### src/rtl/ib_mac_seq.sv
// ib_mac_seq: operand sequencer and dot-product accumulator around ib_mul.
// Optional saturating accumulate with sticky o_sat: define IB_MAC_SAT_EN.
module ib_mac_seq #(
    parameter int ACC_W  = 24,
    parameter int TO_CYC = 64
) (
    input  logic             i_clk,
    input  logic             i_nrst,
    input  logic             i_valid,
    output logic             o_ready,
    input  logic [7:0]       i_a,
    input  logic [7:0]       i_b,
    input  logic             i_last,
    output logic             o_mul_start,
    output logic [7:0]       o_mul_a,
    output logic [7:0]       o_mul_b,
    input  logic [15:0]      i_mul_c,
    input  logic             i_mul_done,
    output logic [ACC_W-1:0] o_acc,
    output logic             o_acc_valid,
    output logic             o_err,
    output logic             o_sat
);
    typedef enum logic [2:0] {
        S_IDLE, S_ISSUE, S_BLANK, S_WAIT, S_OUT
    } state_t;

    localparam int CW = $clog2(TO_CYC + 1);

    state_t           r_state;
    logic [CW-1:0]    r_cnt;
    logic [ACC_W-1:0] r_acc;
    logic [ACC_W-1:0] r_acc_out;
    logic [7:0]       r_a;
    logic [7:0]       r_b;
    logic             r_last;
    logic             r_start;
    logic             r_acc_valid;
    logic             r_err;
    logic [ACC_W-1:0] w_acc_next;

`ifdef IB_MAC_SAT_EN
    logic [ACC_W:0]   w_sum;
    logic             r_sat;
    logic             r_sat_out;

    assign w_sum      = {1'b0, r_acc} + (ACC_W+1)'(i_mul_c);
    assign w_acc_next = w_sum[ACC_W] ? '1 : w_sum[ACC_W-1:0];
    assign o_sat      = r_sat_out;

    // Sticky per-frame flag; cleared when a frame ends so the next one starts clean.
    always_ff @(posedge i_clk or negedge i_nrst) begin
        if (!i_nrst) begin
            r_sat     <= 1'b0;
            r_sat_out <= 1'b0;
        end else if (r_state == S_WAIT && i_mul_done) begin
            if (w_sum[ACC_W]) r_sat <= 1'b1;
        end else if (r_state == S_WAIT && r_cnt == CW'(TO_CYC - 1)) begin
            r_sat     <= 1'b0;
            r_sat_out <= 1'b0;
        end else if (r_state == S_OUT) begin
            r_sat_out <= r_sat;
            r_sat     <= 1'b0;
        end
    end
`else
    assign w_acc_next = r_acc + ACC_W'(i_mul_c);
    assign o_sat      = 1'b0;
`endif

    assign o_ready     = (r_state == S_IDLE);
    assign o_mul_start = r_start;
    assign o_mul_a     = r_a;
    assign o_mul_b     = r_b;
    assign o_acc       = r_acc_out;
    assign o_acc_valid = r_acc_valid;
    assign o_err       = r_err;

    always_ff @(posedge i_clk or negedge i_nrst) begin
        if (!i_nrst) begin
            r_state     <= S_IDLE;
            r_cnt       <= '0;
            r_acc       <= '0;
            r_acc_out   <= '0;
            r_a         <= '0;
            r_b         <= '0;
            r_last      <= 1'b0;
            r_start     <= 1'b0;
            r_acc_valid <= 1'b0;
            r_err       <= 1'b0;
        end else begin
            r_start     <= 1'b0;
            r_acc_valid <= 1'b0;
            r_err       <= 1'b0;
            unique case (r_state)
                S_IDLE: begin
                    if (i_valid) begin
                        r_a     <= i_a;
                        r_b     <= i_b;
                        r_last  <= i_last;
                        r_start <= 1'b1;
                        r_state <= S_ISSUE;
                    end
                end
                S_ISSUE: r_state <= S_BLANK;
                // Stale done from the previous op may still be high here.
                S_BLANK: begin
                    r_cnt   <= '0;
                    r_state <= S_WAIT;
                end
                S_WAIT: begin
                    if (i_mul_done) begin
                        r_acc   <= w_acc_next;
                        r_state <= r_last ? S_OUT : S_IDLE;
                    end else if (r_cnt == CW'(TO_CYC - 1)) begin
                        r_err   <= 1'b1;
                        r_acc   <= '0;
                        r_state <= S_IDLE;
                    end else begin
                        r_cnt <= r_cnt + CW'(1);
                    end
                end
                S_OUT: begin
                    r_acc_out   <= r_acc;
                    r_acc_valid <= 1'b1;
                    r_acc       <= '0;
                    r_state     <= S_IDLE;
                end
                default: r_state <= S_IDLE;
            endcase
        end
    end
endmodule
### config.mk
export PLATFORM = sky130hd
export DESIGN_NAME = ib_mac_seq
export DESIGN_NICKNAME = d
export VERILOG_FILES = /design/src/rtl/ib_mac_seq.sv
export SDC_FILE = /design/constraint.sdc
export NUM_CORES = 1
export LEC_CHECK = 0
export CAP_MARGIN = 10
export CORE_MARGIN = 2
export CORE_UTILIZATION = 30
export CTS_BUF_LIST = sky130_fd_sc_hd__clkbuf_8
export CTS_CLUSTER_SIZE = 25
export DETAILED_ROUTE_END_ITERATION = 10
export PLACE_DENSITY = 0.59
export SLEW_MARGIN = 40
export SYNTH_ARGS = -nofsm -noshare
export SYNTH_HDL_FRONTEND = slang
export SYNTH_SLANG_ARGS = --single-unit
export TNS_END_PERCENT = 5
### constraint.sdc
create_clock -name i_clk -period 4.42 [get_ports i_clk]
set_input_delay 0.442 -clock i_clk [delete_from_list [all_inputs] [get_ports i_clk]]
set_output_delay 0.442 -clock i_clk [all_outputs]
set_load 0.01 [all_outputs]
==> summary.md <==
| Metric | Value |
|---|---|
| Via/cell ratio | `4.95` |
| Wirelength per Cell | `14.7 um` |
| Synth Area per Inst | `11.1 um^2` |
| CTS hold repair buffers | `0` |
| Worst flop-to-flop path endpoint | `r_acc[18]` |
| Worst hold path type | `primary input to async pin` |
| Clk buf depth | `2` |
| IO Count | `82` |
| Tot Pwr | `3.35 mW` |
| Setup TNS | `0 ns` |
| Setup Buffers After CTS | `0` |
| Placer Congestion | `0.834` |
| Drt total wl | `9.14 mm` |
| Drc violations | `0` |
| Final Cell Area | `5230 um^2` |
| WHS | `0.106 ns` |
| Max stage delay on crit path | `0.42 ns` |
| Min Tclk post-route | `2.71 ns` |
| Critical-path maximum fanout | `7` |
| 1st-pass router iterations | `4` |
| Hpwl dp | `6.44 mm` |
| NumNets Final | `496` |
| # port buffers | `80` |
| Slew margin rel. | `49.2%` |
| Fin crit share | `61.2%` |
| Final setup violation count | `0` |
| Most common cell after layout, fill and taps aside | `clkdlybuf4s50_1` |
| Most frequent cells in the layout | `79 x clkdlybuf4s50_1, 78 x dfrtp_1, 41 x mux2_2, 34 x nand2_1, 24 x o21ai_0` |
| Worst setup EP type | `flip-flop` |
| Slew Limit Fails | `0` |
| Post-synthesis mux area share | `11.4%` |
| WP data required | `4.67 ns` |
| Skew final | `0.0146 ns` |
| CTS Buf Count | `9` |
| Outcome | `finished clean` |
| Yosys cell types | `57` |
| CTS sink count | `78` |
| Via count | `3,072` |
| PD cells | `640 nW/um^2` |
| Initial DRC Count | `255` |
| Post_cts resized | `0` |
| Ys flop type | `dfrtp_1` |
| Critical path cell sequence | `clkdlybuf4s50_1 > ha_1 > fa_1 > a21o_1 > a221oi_2 > o211ai_2 > a31oi_4 > a2111oi_1 > o22a_1` |
| Initial antenna violation count | `0` |
| EDFF count, synth | `0` |
| Row Count | `42` |
| First-pass GRT wire length | `15.2 mm` |
| Clk root buf | `clkbuf_8` |
| Worst-path clk slew | `0.09 ns` |
| LEAKAGE | `2.25 nW` |
| Final Hold Fails | `0` |
| Net Count, Synth | `419` |
| Sequential cell area fraction in the yosys report | `48.4%` |
| Worst Max-Slew Pin Slew | `0.762 ns` |
| Warnings from Yosys | `0` |
| Yosys reg bits | `78` |
| FF-to-FF setup slack | `1.82 ns` |
| Diodes inserted | `0` |
| Total die area | `14,400 um^2` |
| Setup Crit Path Kind | `primary input to flip-flop` |
| RSZ-0062 raised after global routing | `no` |
| Arr. time, crit path | `2.96 ns` |
| Post-Synth Adder-Cell Area | `5.77%` |
| XOR/XNOR share of the synthesized area | `3.91%` |
| Post-synthesis simple-gate area fraction | `12.3%` |
| Reg-to-reg critical path startpoint | `r_acc[0]` |
| Tot GR Track Use | `13.2%` |
| Core region area | `13,200 um^2` |
| Clk Latency, worst-skew pair | `0.36 ns` |
| Fmax | `370 MHz` |
| R2r worst-path depth | `8` |
| Pin count of the biggest net entering global routing | `79` |
| Peak VDD IR | `149 uV` |
| Cells after Synth | `364` |
| Post-Syn Area | `4040 um^2` |
| Gr ovfl total | `0` |
| Cell with the largest stage delay on the worst path | `clkdlybuf4s50_1` |
| Initial Utilization | `30.6%` |
| FFs w/ async S/R, synth | `100%` |
| Synth Area in Compound Gates | `15.3%` |
| Final core occ | `39.6%` |
| Htree depth | `3` |
| Placed cell area | `4990 um^2` |
| TritonCTS clock tree | `done` |
| Die width | `120 um` |
| Vias in the first global route | `3,032` |
| Layout cells sized above 1 | `16.9%` |
| Largest family of logic cells by synthesized area | `compound AO/OA/AOI/OAI gates` |
| CP startpoint kind | `primary input` |
| Antenna viol nets, final | `0` |
| Layout Area Growth over Synthesis | `29.5%` |
| Max Cap Violations | `0` |
| Y dimension of the die | `120 um` |
metrics by stage:
stage,worst slack (ns),std cells
after floorplan,1.99,364
after global placement,1.32,605
after detailed placement,1.30,605
after CTS,1.67,620
after global routing,1.56,621
final,1.71,621
cell families after synthesis:
| family | after synthesis |
|---|---|
| AO/OA/AOI/OAI | 88 |
| XOR/XNOR | 18 |
| adder cells (fa/ha/maj) | 18 |
| buffers and inverters | 21 |
| flip-flops | 78 |
| multiplexers | 41 |
| other | 1 |
| AND/OR/NAND/NOR | 99 |
flip-flops by register name, indices dropped and copies added (netlist names):
signal,flops
o_acc,24
o_mul_a,8
o_mul_start,1
o_err,1
r_cnt,7
r_state,3
r_last,1
o_mul_b,8
r_acc,24
o_acc_valid,1
cell usage after synthesis, types with 3 or more instances:
| cell type | count | area, um^2 |
|---|---|---|
| dfrtp_1 | 78 | 1950 |
| mux2_2 | 41 | 462 |
| nand2_1 | 34 | 128 |
| o21ai_0 | 24 | 120 |
| a21oi_1 | 19 | 95.1 |
| ha_1 | 17 | 213 |
| nor2_1 | 16 | 60.1 |
| nand3_1 | 14 | 70.1 |
| xnor2_1 | 9 | 78.8 |
| xor2_1 | 9 | 78.8 |
| nand4_1 | 8 | 50.1 |
| buf_2 | 7 | 35.0 |
| a21o_1 | 5 | 37.5 |
| and2_1 | 5 | 31.3 |
| o211ai_1 | 5 | 37.5 |
| o21bai_1 | 5 | 37.5 |
| a22o_1 | 4 | 35.0 |
| clkbuf_1 | 4 | 15.0 |
| inv_1 | 4 | 15.0 |
| or4_1 | 4 | 30.0 |
| a31oi_1 | 3 | 18.8 |
| and3_1 | 3 | 18.8 |
| nor3_1 | 3 | 15.0 |
layer usage:
layer	share of wire (%)	global-route usage, %	vias to the layer above
met2	47	19.9	57
met1	46	17.8	1514
met5	0	0	-
li1	-	-	1487
met4	1.6	5.22	0
met3	5.0	3.85	14
worst max path at each step:
stage,startpoint,to,slack (ns),depth (start not counted)
after floorplan,i_mul_c[0],r_acc[18],1.99,8
after global placement,i_mul_c[0],r_acc[18],1.32,9
after detailed placement,i_mul_c[0],r_acc[18],1.30,9
after CTS,i_mul_c[0],r_acc[18],1.67,9
after global routing,i_mul_c[0],r_acc[18],1.56,9
final,i_mul_c[0],r_acc[18],1.71,9
where the power goes:
group / internal (mW) / leakage, nW / total, mW / switching [mW]
clock: 0.331 / 0.105 / 0.603 / 0.272
sequential: 0.981 / 1.01 / 1.19 / 0.213
combinational: 0.800 / 1.14 / 1.55 / 0.750
cell type report:
type / instances / area, um^2
clock buffer: 10 / 138
clock inverter: 5 / 83.8
tap: 176 / 220
fill: 1281 / 7960
multi-input combinational: 265 / 1990
sequential: 78 / 1950
inverter: 4 / 15.0
timing repair buffer: 83 / 825
critical path: cells and delay by family:
| kind | cells | cell delay, ns |
|---|---|---|
| fa+ha+maj | 2 | 0.64 |
| buf+inv | 1 | 0.42 |
| compound gates | 6 | 1.45 |
No activity file was read; power rests on OpenSTA's default activity.
